File: src/rtl/alu_seq_ctrl.sv
// Multi-cycle wide add/subtract built from one external SLICE_W-bit adder slice, LSB slice first.
// Optional macro ALU_SEQ_CARRYIN_EN adds a c_in port that supplies the first-slice carry.
module alu_seq_ctrl #(
   parameter int SLICE_W    = 2,
   parameter int NUM_SLICES = 4,
   localparam int W         = SLICE_W * NUM_SLICES
) (
   input  logic               clk,
   input  logic               rst,
   input  logic               start,
   input  logic               mode,
   input  logic [W-1:0]       a,
   input  logic [W-1:0]       b,
`ifdef ALU_SEQ_CARRYIN_EN
   input  logic               c_in,
`endif
   output logic               busy,
   output logic               done,
   output logic [W-1:0]       result,
   output logic               c_out,
   output logic               overflow,
   output logic [SLICE_W-1:0] slice_a,
   output logic [SLICE_W-1:0] slice_b,
   output logic               slice_mode,
   output logic               slice_c_in,
   input  logic [SLICE_W-1:0] slice_sum,
   input  logic               slice_c_out
);

   localparam int IDX_W = (NUM_SLICES > 1) ? $clog2(NUM_SLICES) : 1;
   localparam logic [IDX_W-1:0] LAST_IDX = IDX_W'(NUM_SLICES - 1);

   typedef enum logic {IDLE, RUN} state_t;

   state_t           state_q, state_d;
   logic [W-1:0]     a_q, a_d;
   logic [W-1:0]     b_q, b_d;
   logic             mode_q, mode_d;
   logic [IDX_W-1:0] idx_q, idx_d;
   logic             carry_q, carry_d;
   logic [W-1:0]     acc_q, acc_d;
   logic [W-1:0]     result_q, result_d;
   logic             c_out_q, c_out_d;
   logic             ovf_q, ovf_d;
   logic             done_q, done_d;
   logic             first_carry;
   logic             b_eff_msb;

`ifdef ALU_SEQ_CARRYIN_EN
   assign first_carry = c_in;
`else
   assign first_carry = mode;
`endif

   // The slice always sees the latched operands, so input changes mid-run are harmless.
   assign slice_a    = a_q[idx_q*SLICE_W +: SLICE_W];
   assign slice_b    = b_q[idx_q*SLICE_W +: SLICE_W];
   assign slice_mode = mode_q;
   assign slice_c_in = carry_q;
   assign b_eff_msb  = mode_q ? ~b_q[W-1] : b_q[W-1];

   always_comb begin
      state_d  = state_q;
      a_d      = a_q;
      b_d      = b_q;
      mode_d   = mode_q;
      idx_d    = idx_q;
      carry_d  = carry_q;
      acc_d    = acc_q;
      result_d = result_q;
      c_out_d  = c_out_q;
      ovf_d    = ovf_q;
      done_d   = 1'b0;
      case (state_q)
         IDLE: begin
            if (start) begin
               a_d     = a;
               b_d     = b;
               mode_d  = mode;
               idx_d   = '0;
               carry_d = first_carry;
               state_d = RUN;
            end
         end
         RUN: begin
            acc_d[idx_q*SLICE_W +: SLICE_W] = slice_sum;
            carry_d = slice_c_out;
            if (idx_q == LAST_IDX) begin
               // acc_d already holds the final slice, so commit it directly.
               result_d = acc_d;
               c_out_d  = slice_c_out;
               ovf_d    = (a_q[W-1] == b_eff_msb) && (acc_d[W-1] != a_q[W-1]);
               done_d   = 1'b1;
               state_d  = IDLE;
            end else begin
               idx_d = idx_q + IDX_W'(1);
            end
         end
         default: state_d = IDLE;
      endcase
   end

   always_ff @(posedge clk) begin
      if (rst) begin
         state_q  <= IDLE;
         a_q      <= '0;
         b_q      <= '0;
         mode_q   <= 1'b0;
         idx_q    <= '0;
         carry_q  <= 1'b0;
         acc_q    <= '0;
         result_q <= '0;
         c_out_q  <= 1'b0;
         ovf_q    <= 1'b0;
         done_q   <= 1'b0;
      end else begin
         state_q  <= state_d;
         a_q      <= a_d;
         b_q      <= b_d;
         mode_q   <= mode_d;
         idx_q    <= idx_d;
         carry_q  <= carry_d;
         acc_q    <= acc_d;
         result_q <= result_d;
         c_out_q  <= c_out_d;
         ovf_q    <= ovf_d;
         done_q   <= done_d;
      end
   end

   assign busy     = (state_q == RUN);
   assign done     = done_q;
   assign result   = result_q;
   assign c_out    = c_out_q;
   assign overflow = ovf_q;

endmodule
File: config.mk
export PLATFORM = sky130hd
export DESIGN_NAME = alu_seq_ctrl
export DESIGN_NICKNAME = d
export VERILOG_FILES = /design/src/rtl/alu_seq_ctrl.sv
export SDC_FILE = /design/constraint.sdc
export NUM_CORES = 1
export LEC_CHECK = 0
export CAP_MARGIN = 20
export CORE_ASPECT_RATIO = 1.2
export CORE_MARGIN = 3
export CORE_UTILIZATION = 50
export CTS_BUF_LIST = sky130_fd_sc_hd__clkbuf_8
export DETAILED_ROUTE_END_ITERATION = 6
export GPL_TIMING_DRIVEN = 0
export PLACE_DENSITY = 0.8
export SKIP_LAST_GASP = 1
export SLEW_MARGIN = 20
export SYNTH_ARGS = -nofsm -noshare
export SYNTH_HDL_FRONTEND = slang
export SYNTH_SLANG_ARGS = --single-unit
File: constraint.sdc
create_clock -name clk -period 2.8 [get_ports clk]
set_clock_uncertainty 0.2 [all_clocks]
set_input_delay 0.7 -clock clk [delete_from_list [all_inputs] [get_ports clk]]
set_output_delay 0.7 -clock clk [all_outputs]
set_load 0.01 [all_outputs]
==> impl_metrics.csv <==
group,metric,value,unit
outcome,status,"completed",
logic_synthesis,synth_edf_count,0,
clock_network,htreeDepth,2,
cells_and_area,layout_commonest_cell,"nand2_1",
critical_path,crit_slowest_cell,"mux4_2",
route,via_per_inst,5.35,
clock_network,postCtsSetupBuffers,0,
logic_synthesis,synthArstFlopShare,0,%
place,gp_congestion,0.823,
floorplanning,die_w,59.7,µm
critical_path,crit_fanout,10,
pwr,switching_share,24.4,%
clock_network,root_buffer,"clkbuf_8",
route,drc,0,
clock_network,cts_repair_resize_count,3,
hold_path,hold_start,"b_q[3]",
logic_synthesis,synth.top_cell.area_share,46.3,%
timing,rsz0062_at_grt,"no",
logic_synthesis,synth_area_leader_cell,"dfxtp_1",
timing,tightest_slew,635,ps
floorplanning,start_util,54.2,%
logic_synthesis,synth_ff_type,"dfxtp_1",
critical_path,required,1900,ps
timing,fmax,367,MHz
critical_path,worstSetupStartpoint,"idx_q[0]",
critical_path,cp.arrival,1830,ps
clock_network,clk_latency,290,ps
timing,setup_viol,0,
global_routing,grt_use_total,19.5,%
pwr,ir_drop,377,µV
timing,fin_tns_setup,0,ps
clock_network,cts.clk_slew.worst_paths,70,ps
cells_and_area,layout-drive-gt1-share,6.45,%
logic_synthesis,ys_seq_elements,40,
route,drt_iter0_drc,96,
critical_path,worstReg2RegStart,"idx_q[0]",
cells_and_area,final_cell_mix,"nand2_1 (45), dfxtp_1 (38), clkdlybuf4s50_1 (37)",
route,wirelength,3.79,mm
place,hpwl,2.72,mm
place,port_buffers,39,
critical_path,cpPeakStageDelay,500,ps
logic_synthesis,synth-seq-area-share,46.3,%
route,first_pass_iters,4,
pwr,p_clk_share,33.3,%
clock_network,cts.sinks,40,
cells_and_area,area_delta_synth_final,31.3,%
timing,slew-limit-headroom,57.1,%
pwr,p_leak,0.000846,µW
pwr,seq_power_share,53.1,%
pwr,internal_power,861,µW
global_routing,grt_pass1_vias,1332,
hold_path,min-delay-path-class,"flip-flop to flip-flop",
clock_network,tritoncts,"yes",
logic_synthesis,synth_fp_nets,230,
timing,final_max_slew_viol_count,0,
route,drtAntennaViolNets,0,
route,via_count,1519,
pwr,pwr-share-comb,13.6,%
logic_synthesis,synth.avg_cell_area,8.60,µm²
pwr,switching_power,277,µW
clock_network,cts_buffer_depth,2,
logic_synthesis,synth.distinct_cells,30,
floorplanning,die_height,70.4,µm
global_routing,grt_overflow,0,
route,wl_per_cell,13.3,µm
logic_synthesis,synth_cells,201,
floorplanning,num_rows,22,
timing,period_share,97.4,%
critical_path,cp_cell_sequence,"buf_8, mux4_2, clkdlybuf4s50_1",
cells_and_area,fill_cells,270,
timing,holdWs,256,ps
clock_network,cts_buffers,5,
logic_synthesis,synthesis.area,1730,µm²
logic_synthesis,yosys_warnings,0,
cells_and_area,nets,276,
timing,fin_crit,2730,ps
critical_path,critPathKind,"flip-flop to output pin",
floorplanning,dieArea,4200,µm²
global_routing,grt_antenna_before_repair,0,
pwr,cellPowerDensity,502,nW/µm²
floorplanning,ioPinCount,41,
floorplanning,core_region_area,3190,µm²
logic_synthesis,synth_area_leaders,"dfxtp_1 (46%), nand2_1 (9.8%), a21oi_1 (7.2%), mux4_2 (5.2%), nor2_1 (5.0%)",
cells_and_area,diodes,0,
critical_path,end_kind,"output pin",
flow_run,cap_violations,0,
critical_path,critical_path.startpoint_type,"flip-flop",
global_routing,grt_max_degree,12,
timing,hold_viol,0,
clock_network,cts_hold_buf,0,
global_routing,grt_pass1_wl,6.20,mm
[cells by family after synthesis]
logic type               count (synthesis)  synth area share, %
AO/OA/AOI/OAI                           40                 14.7
XOR/XNOR                                 2                 1.01
adder cells (fa/ha/maj)                  6                 4.34
buffers and inverters                   17                 3.98
flip-flops                              40                 46.3
multiplexers                             8                 7.60
AND/OR/NAND/NOR                         88                 22.1
[metrics by stage]
stage | utilization, % | instances | instance area (µm²) | total power, µW | worst slack [ps]
global route | 71.1 | 284 | 2270 | 1200 | 1.02
global placement | 67.8 | 276 | 2160 | 770 | 114
floorplan | - | 201 | 1730 | 700 | 519
CTS | 70.8 | 284 | 2260 | 1150 | 16.0
finish | 71.1 | 284 | 2270 | 1140 | 72.8
detailed placement | 67.8 | 276 | 2160 | 771 | 110
[power groups by stage]
stage	clock, µW	combinational (µW)	sequential (µW)
after CTS	393	155	604
final	379	155	604
after global routing	417	172	608
after detailed placement	0	154	617
after floorplan	0	85.3	614
after global placement	0	154	616
[cells in the mapped netlist (2+ instances only)]
| library cell | count |
|---|---|
| nor3_1 | 8 |
| clkbuf_1 | 10 |
| mux4_2 | 4 |
| nor2_1 | 23 |
| a221oi_1 | 4 |
| nand3_1 | 3 |
| a211oi_1 | 4 |
| nand2_1 | 45 |
| inv_1 | 5 |
| mux2i_1 | 3 |
| nor4b_1 | 2 |
| a21oi_1 | 25 |
| ha_1 | 6 |
| a32oi_1 | 4 |
| dfxtp_1 | 40 |
[worst max-delay path, delay by kind of cell (launching register included)]
family	cells	cell delay (ps)
flops	1	390
mux	1	500
buf+inv	2	650
[metal layers]
metal  up-vias  routed length (µm)  global-route usage [%]
met5         -                   0                       0
met4         0                  79                    8.13
met3         8                 200                    5.36
met2        38                1820                    29.9
met1       691                1690                    25.2
li1        782                   -                       -
[flip-flops by register name, indices dropped and copies added (netlist names)]
| name | count |
|---|---|
| acc_q | 8 |
| slice_mode | 1 |
| done | 1 |
| slice_c_in | 1 |
| idx_q | 2 |
| b_q | 8 |
| result | 8 |
| a_q | 8 |
| busy | 1 |
| c_out | 1 |
| overflow | 1 |
[path summary, 6_finish.rpt]
kind,endpoint,slack (ps),depth (start not counted)
setup / recovery,slice_a[1],70,3
hold / removal,b_q[3],260,2
setup reg to reg,overflow,330,7
hold reg to reg,b_q[3],260,2
[layout make-up]
| cell class | count | area [µm²] | area share (%) |
|---|---|---|---|
| buffer | 12 | 57.6 | 2.54 |
| clock buffer | 6 | 82.6 | 3.64 |
| clock inverter | 2 | 7.51 | 0.331 |
| inverter | 5 | 18.8 | 0.827 |
| multi-input combinational | 144 | 860 | 37.9 |
| sequential | 40 | 803 | 35.4 |
| tap | 36 | 45.0 | 1.98 |
| timing repair buffer | 39 | 395 | 17.4 |
Power figures use the tool's default switching activity.
